`config.mk`:
```
export PLATFORM = sky130hd
export DESIGN_NAME = opfetch_scoreboard
export DESIGN_NICKNAME = d
export VERILOG_FILES = /design/src/rtl/opfetch_scoreboard.sv
export SDC_FILE = /design/constraint.sdc
export NUM_CORES = 1
export LEC_CHECK = 0
export ABC_AREA = 1
export BUFFER_PORTS_ARGS = -buffer_cell sky130_fd_sc_hd__buf_2
export CAP_MARGIN = 20
export CORE_MARGIN = 2
export CORE_UTILIZATION = 39
export DETAILED_ROUTE_END_ITERATION = 8
export GPL_ROUTABILITY_DRIVEN = 0
export SETUP_SLACK_MARGIN = 0.4
export SLEW_MARGIN = 20
export SYNTH_ARGS = -nofsm -noshare
export SYNTH_HDL_FRONTEND = slang
export SYNTH_SLANG_ARGS = --single-unit
```
`constraint.sdc`:
```
create_clock -name clk -period 4.3 [get_ports clk]
set_input_delay 0.43 -clock clk [delete_from_list [all_inputs] [get_ports clk]]
set_output_delay 0.43 -clock clk [all_outputs]
set_load 0.005 [all_outputs]
```
`src/rtl/opfetch_scoreboard.sv`:
```
// Operand-fetch stage with a register scoreboard: issues decoded instructions
// into a one-entry output slot, stalling on RAW/WAW hazards against in-flight writes.
module opfetch_scoreboard #(
    parameter int DATA_W = 32,
    parameter int ADDR_W = 5
) (
    input  logic              clk,
    input  logic              rst,
    input  logic              flush,
    input  logic              in_valid,
    output logic              in_ready,
    input  logic [ADDR_W-1:0] in_rs1,
    input  logic [ADDR_W-1:0] in_rs2,
    input  logic [ADDR_W-1:0] in_rd,
    input  logic              in_use_rs1,
    input  logic              in_use_rs2,
    input  logic              in_has_rd,
    output logic              re1,
    output logic              re2,
    output logic [ADDR_W-1:0] raddr1,
    output logic [ADDR_W-1:0] raddr2,
    input  logic [DATA_W-1:0] rdata1,
    input  logic [DATA_W-1:0] rdata2,
    input  logic              wb_we,
    input  logic [ADDR_W-1:0] wb_addr,
    output logic              out_valid,
    input  logic              out_ready,
    output logic [DATA_W-1:0] out_op1,
    output logic [DATA_W-1:0] out_op2,
    output logic [ADDR_W-1:0] out_rd,
    output logic              out_has_rd
);

    localparam int NREG = 1 << ADDR_W;

    logic [NREG-1:0]   busy_q, busy_d;
    logic [NREG-1:0]   clr_vec;
    logic [NREG-1:0]   eff_busy;
    logic              out_valid_q, out_valid_d;
    logic [DATA_W-1:0] out_op1_q, out_op1_d;
    logic [DATA_W-1:0] out_op2_q, out_op2_d;
    logic [ADDR_W-1:0] out_rd_q, out_rd_d;
    logic              out_has_rd_q, out_has_rd_d;
    logic              hazard;
    logic              fire;

    assign raddr1 = in_rs1;
    assign raddr2 = in_rs2;
    assign re1    = in_valid & in_use_rs1;
    assign re2    = in_valid & in_use_rs2;

    // The register file forwards same-cycle writes, so a retiring writer never stalls its reader.
    always_comb begin
        // NOTE: every variable assigned in a combinational block gets a default first, so no latch is inferred.
        clr_vec = '0;
        if (wb_we && (wb_addr != '0)) clr_vec[wb_addr] = 1'b1;
    end

    assign eff_busy = busy_q & ~clr_vec;

    assign hazard = (in_use_rs1 & (in_rs1 != '0) & eff_busy[in_rs1])
                  | (in_use_rs2 & (in_rs2 != '0) & eff_busy[in_rs2])
                  | (in_has_rd  & (in_rd  != '0) & eff_busy[in_rd]);

    assign in_ready = ~rst & ~flush & ~hazard & (~out_valid_q | out_ready);
    assign fire     = in_valid & in_ready;

    always_comb begin
        busy_d       = eff_busy;
        out_valid_d  = out_valid_q;
        out_op1_d    = out_op1_q;
        out_op2_d    = out_op2_q;
        out_rd_d     = out_rd_q;
        out_has_rd_d = out_has_rd_q;

        if (flush) begin
            // The discarded instruction will never write back, so release its destination.
            out_valid_d = 1'b0;
            if (out_valid_q && out_has_rd_q && (out_rd_q != '0)) busy_d[out_rd_q] = 1'b0;
        end else if (fire) begin
            out_valid_d  = 1'b1;
            out_op1_d    = in_use_rs1 ? rdata1 : '0;
            out_op2_d    = in_use_rs2 ? rdata2 : '0;
            out_rd_d     = in_rd;
            out_has_rd_d = in_has_rd;
            // Applied after the writeback clear so a same-edge set of the same index wins.
            if (in_has_rd && (in_rd != '0)) busy_d[in_rd] = 1'b1;
        end else if (out_valid_q && out_ready) begin
            out_valid_d = 1'b0;
        end

        busy_d[0] = 1'b0;
    end

    always_ff @(posedge clk) begin
        // NOTE: state registers use non-blocking assignments so every flop samples pre-edge values.
        if (rst) begin
            busy_q       <= '0;
            out_valid_q  <= 1'b0;
            out_op1_q    <= '0;
            out_op2_q    <= '0;
            out_rd_q     <= '0;
            out_has_rd_q <= 1'b0;
        end else begin
            busy_q       <= busy_d;
            out_valid_q  <= out_valid_d;
            out_op1_q    <= out_op1_d;
            out_op2_q    <= out_op2_d;
            out_rd_q     <= out_rd_d;
            out_has_rd_q <= out_has_rd_d;
        end
    end

    assign out_valid  = out_valid_q;
    assign out_op1    = out_op1_q;
    assign out_op2    = out_op2_q;
    assign out_rd     = out_rd_q;
    assign out_has_rd = out_has_rd_q;

endmodule

```
==> metrics.md <==
| Metric | Value |
|---|---|
| Status | `complete, no violations` |
| Die width | `131 um` |
| Placed Instances | `1379` |
| CP Capture Point | `in_ready` |
| Post-route DRC | `0` |
| Cell Area, Placed | `7160 um^2` |
| Fmax | `339 MHz` |
| Post-CTS Setup Repair Bufs | `0` |
| Sequential share of power | `44.3%` |
| Setup tns final | `0 ns` |
| Endpoint type of the worst setup path | `primary output` |
| Async set-or-reset flop fraction in the synthesized netlist | `0%` |
| Post-synth cell types | `24` |
| Wire length per cell | `15.5 um` |
| Clock root cell | `clkbuf_16` |
| Drt via density | `5.25` |
| CTS Buffer Depth | `2` |
| Critical-path cell list | `buf_2 -> clkinv_1 -> nor2_1 -> nand3_1 -> nand2_1 -> inv_1 -> a21oi_1 -> nand2_1 -> nand3_1 -> nand3_1 -> nand3_2 -> inv_1 -> buf_2` |
| EDFF count, synth | `0` |
| Most instantiated cells after synthesis | `nand2_1, nor2_1, nand4_1, dfxtp_1, nand3_1` |
| DRT iter0 DRCs | `781` |
| RSZ-0062 raised after global routing | `no` |
| Worst Slack Setup Final | `1.35 ns` |
| Starting Density | `39.9%` |
| Max FO, Critical Path | `17` |
| Hold buffer count at cts | `0` |
| H-tree levels | `3` |
| GRT overflow | `0` |
| Final Core Density | `47.2%` |
| Routed WL | `21.6 mm` |
| Num ports | `177` |
| Clock transition at path regs | `0.07 ns` |
| R2R depth | `12` |
| Number of max-cap violations | `0` |
| DP HPWL | `15.4 mm` |
| Clk network pwr share | `37.7%` |
| Crit path from | `in_rs1[0]` |
| Worst-Skew Late Latency | `0.35 ns` |
| Share of cells above drive strength 1 | `17.7%` |
| Logic pwr share | `18.0%` |
| CP most frequent cell | `nand3_1` |
| Syn_area_per_cell | `5.96 um^2` |
| Stages on the worst setup path | `13` |
| Total Power | `2.24 mW` |
| Critical Path Start Type | `input pin` |
| Detail Route Antenna Nets | `0` |
| Headroom to the max-slew limit | `37.4%` |
| Worst-Margin Slew | `0.939 ns` |
| Synthesized area | `6310 um^2` |
| Worst Skew | `0.0124 ns` |
| Total number of vias | `7320` |
| Synth Register Bits | `102` |
| Register Area | `2040 um^2` |
| Largest stage delay, worst path | `0.51 ns` |
| Drt first pass iters | `6` |
| R2R Path End | `busy_q[23]$_SDFF_PP0_` |
| Kind of critical path | `in -> out` |
| CP top delay family | `buffers and inverters` |
| N_diodes | `0` |
| Most used flip-flop cell after synthesis | `dfxtp_1` |
| Total Routing Usage GR | `24.5%` |
| Die footprint | `17200 um^2` |
| Largest net degree at the start of global routing | `70` |
| Multi-input logic area | `3660 um^2` |
| Clock sinks | `102` |
| PD cells | `300 nW/um^2` |
| Most numerous cell in the Yosys netlist | `nand2_1` |
| Area leader, netlist | `dfxtp_1` |
| DP Worst Slack | `1.06 ns` |
| Critical Path AT | `2.52 ns` |
| Period utilisation layout | `68.6%` |
| Final count of hold timing violations | `0` |
| Pins over their slew limit | `0` |
| Buf/Inv on CP | `5` |
| R2r setup slk | `1.82 ns` |
| Number of synthesis warnings | `0` |
| Design Area, Final | `7470 um^2` |
| Post_cts resized | `0` |
| Global-route wire length before repair | `35.0 mm` |
| Chip height | `131 um` |
| Data required, critical path | `3.87 ns` |
| Final Critical Period | `2.95 ns` |
| P_leak | `3.49 nW` |
| Mapped Nets | `1152` |
| Cell row count | `46` |
| Initial antenna violation count | `0` |
| Top post-synthesis cells by area | `dfxtp_1, nand2_1, nor2_1, nand4_1, nand3_1` |
| Internal Power | `1.61 mW` |
| Critical-path top delay cell | `clkinv_1` |
| Hold WS | `0.383 ns` |
| Switching share of power | `28.1%` |
| R2R Path Start | `busy_q[30]$_SDFF_PP0_` |
| Number of fill cells | `1716` |
| Fin cells | `1394` |
| CTS tree | `done` |
| Mapped Cells | `1059` |
| Register area share after synthesis | `32.3%` |
| Setup-failing EPs final | `0` |
| Total CTS buffers | `9` |
| Hold WC Path Type | `in -> reg` |
| Vias in the first global route | `6590` |
| Core ar. | `15800 um^2` |
| P&R area growth vs syn | `18.2%` |
| Top cell type's share of synthesized area | `32.3%` |
| Number of I/O port buffers | `176` |
| Maximum vdd drop | `0.000200 V` |
| Psw | `0.630 mW` |
| Final net count | `1267` |
-- layout by cell type, fill, tap and decap left out, drive strengths merged --
master / synthesis / final
o31ai: 1 / 1
nand4: 105 / 105
clkbuf: 32 / 13
nor2: 208 / 208
nand2: 299 / 299
o21ai: 38 / 38
clkinv: 3 / 3
inv: 52 / 53
a21oi: 61 / 61
dfxtp: 102 / 102
nand3: 91 / 91
bufinv: 0 / 1
nor3: 13 / 13
a211oi: 2 / 2
a311oi: 2 / 2
buf: 49 / 185
o21bai: 1 / 1
-- layout make-up --
type / instances / share of cell area [%]
inverters: 55 / 2.78
multi-input cells: 821 / 49.0
flip-flops and latches: 102 / 27.4
clock inverters: 2 / 0.520
repair buffers: 185 / 13.1
well taps: 216 / 3.62
clock buffers: 13 / 3.62
-- how the worst min path moves through the flow --
| stage | startpoint | end | slack (ns) | cells past startpoint |
|---|---|---|---|---|
| after detailed placement | out_op2[15]$_SDFFE_PP0P_ | out_op2[15]$_SDFFE_PP0P_ | 0.47 | 2 |
| final | out_ready | out_valid$_SDFFE_PP0P_ | 0.38 | 4 |
| after CTS | out_ready | out_valid$_SDFFE_PP0P_ | 0.37 | 4 |
| after global placement | out_op1[22]$_SDFFE_PP0P_ | out_op1[22]$_SDFFE_PP0P_ | 0.46 | 2 |
| after floorplan | out_op1[0]$_SDFFE_PP0P_ | out_op1[0]$_SDFFE_PP0P_ | 0.48 | 2 |
| after global routing | out_ready | out_valid$_SDFFE_PP0P_ | 0.38 | 4 |
-- worst register-to-register path: stages, from the launching register on --
cell     delay (ns)
dfxtp_1        0.33
nand2_1        0.14
nand2_1        0.07
nand2_1        0.11
o21ai_1        0.12
nand2_1        0.13
nor2_1         0.05
nand3_1        0.09
nand2_1        0.18
nor2_4         0.43
buf_12         0.33
nand4_1        0.17
a21oi_1        0.25
-- layer usage --
metal	vias to the layer above	track usage (%)	part of all wire, %
li1	3727	-	-
met1	3228	34.0	45
met2	331	37.6	44
met3	34	7.10	9.4
met4	0	5.98	1.6
met5	-	0	0
-- kinds of logic after synthesis --
logic type	after synthesis	share of synthesized area, %
AND/OR/NAND/NOR	716	49.1
AO/OA/AOI/OAI	105	8.60
buffers and inverters	136	9.93
flip-flops	102	32.3
-- registers in the layout, indices dropped and copies added (netlist names) --
signal	cells
busy_q	31
out_has_rd	1
out_op1	32
out_op2	32
out_rd	5
out_valid	1
-- power by group through the flow --
stage	Clock, mW	Sequential, mW	Combinational (mW)
final	0.845	0.993	0.404
after global routing	0.900	0.996	0.453
after CTS	0.863	0.993	0.401
after detailed placement	0	1.01	0.400
after global placement	0	1.01	0.401
after floorplan	0	1.02	0.259
Note: power is estimated with default switching activity, not from simulation.
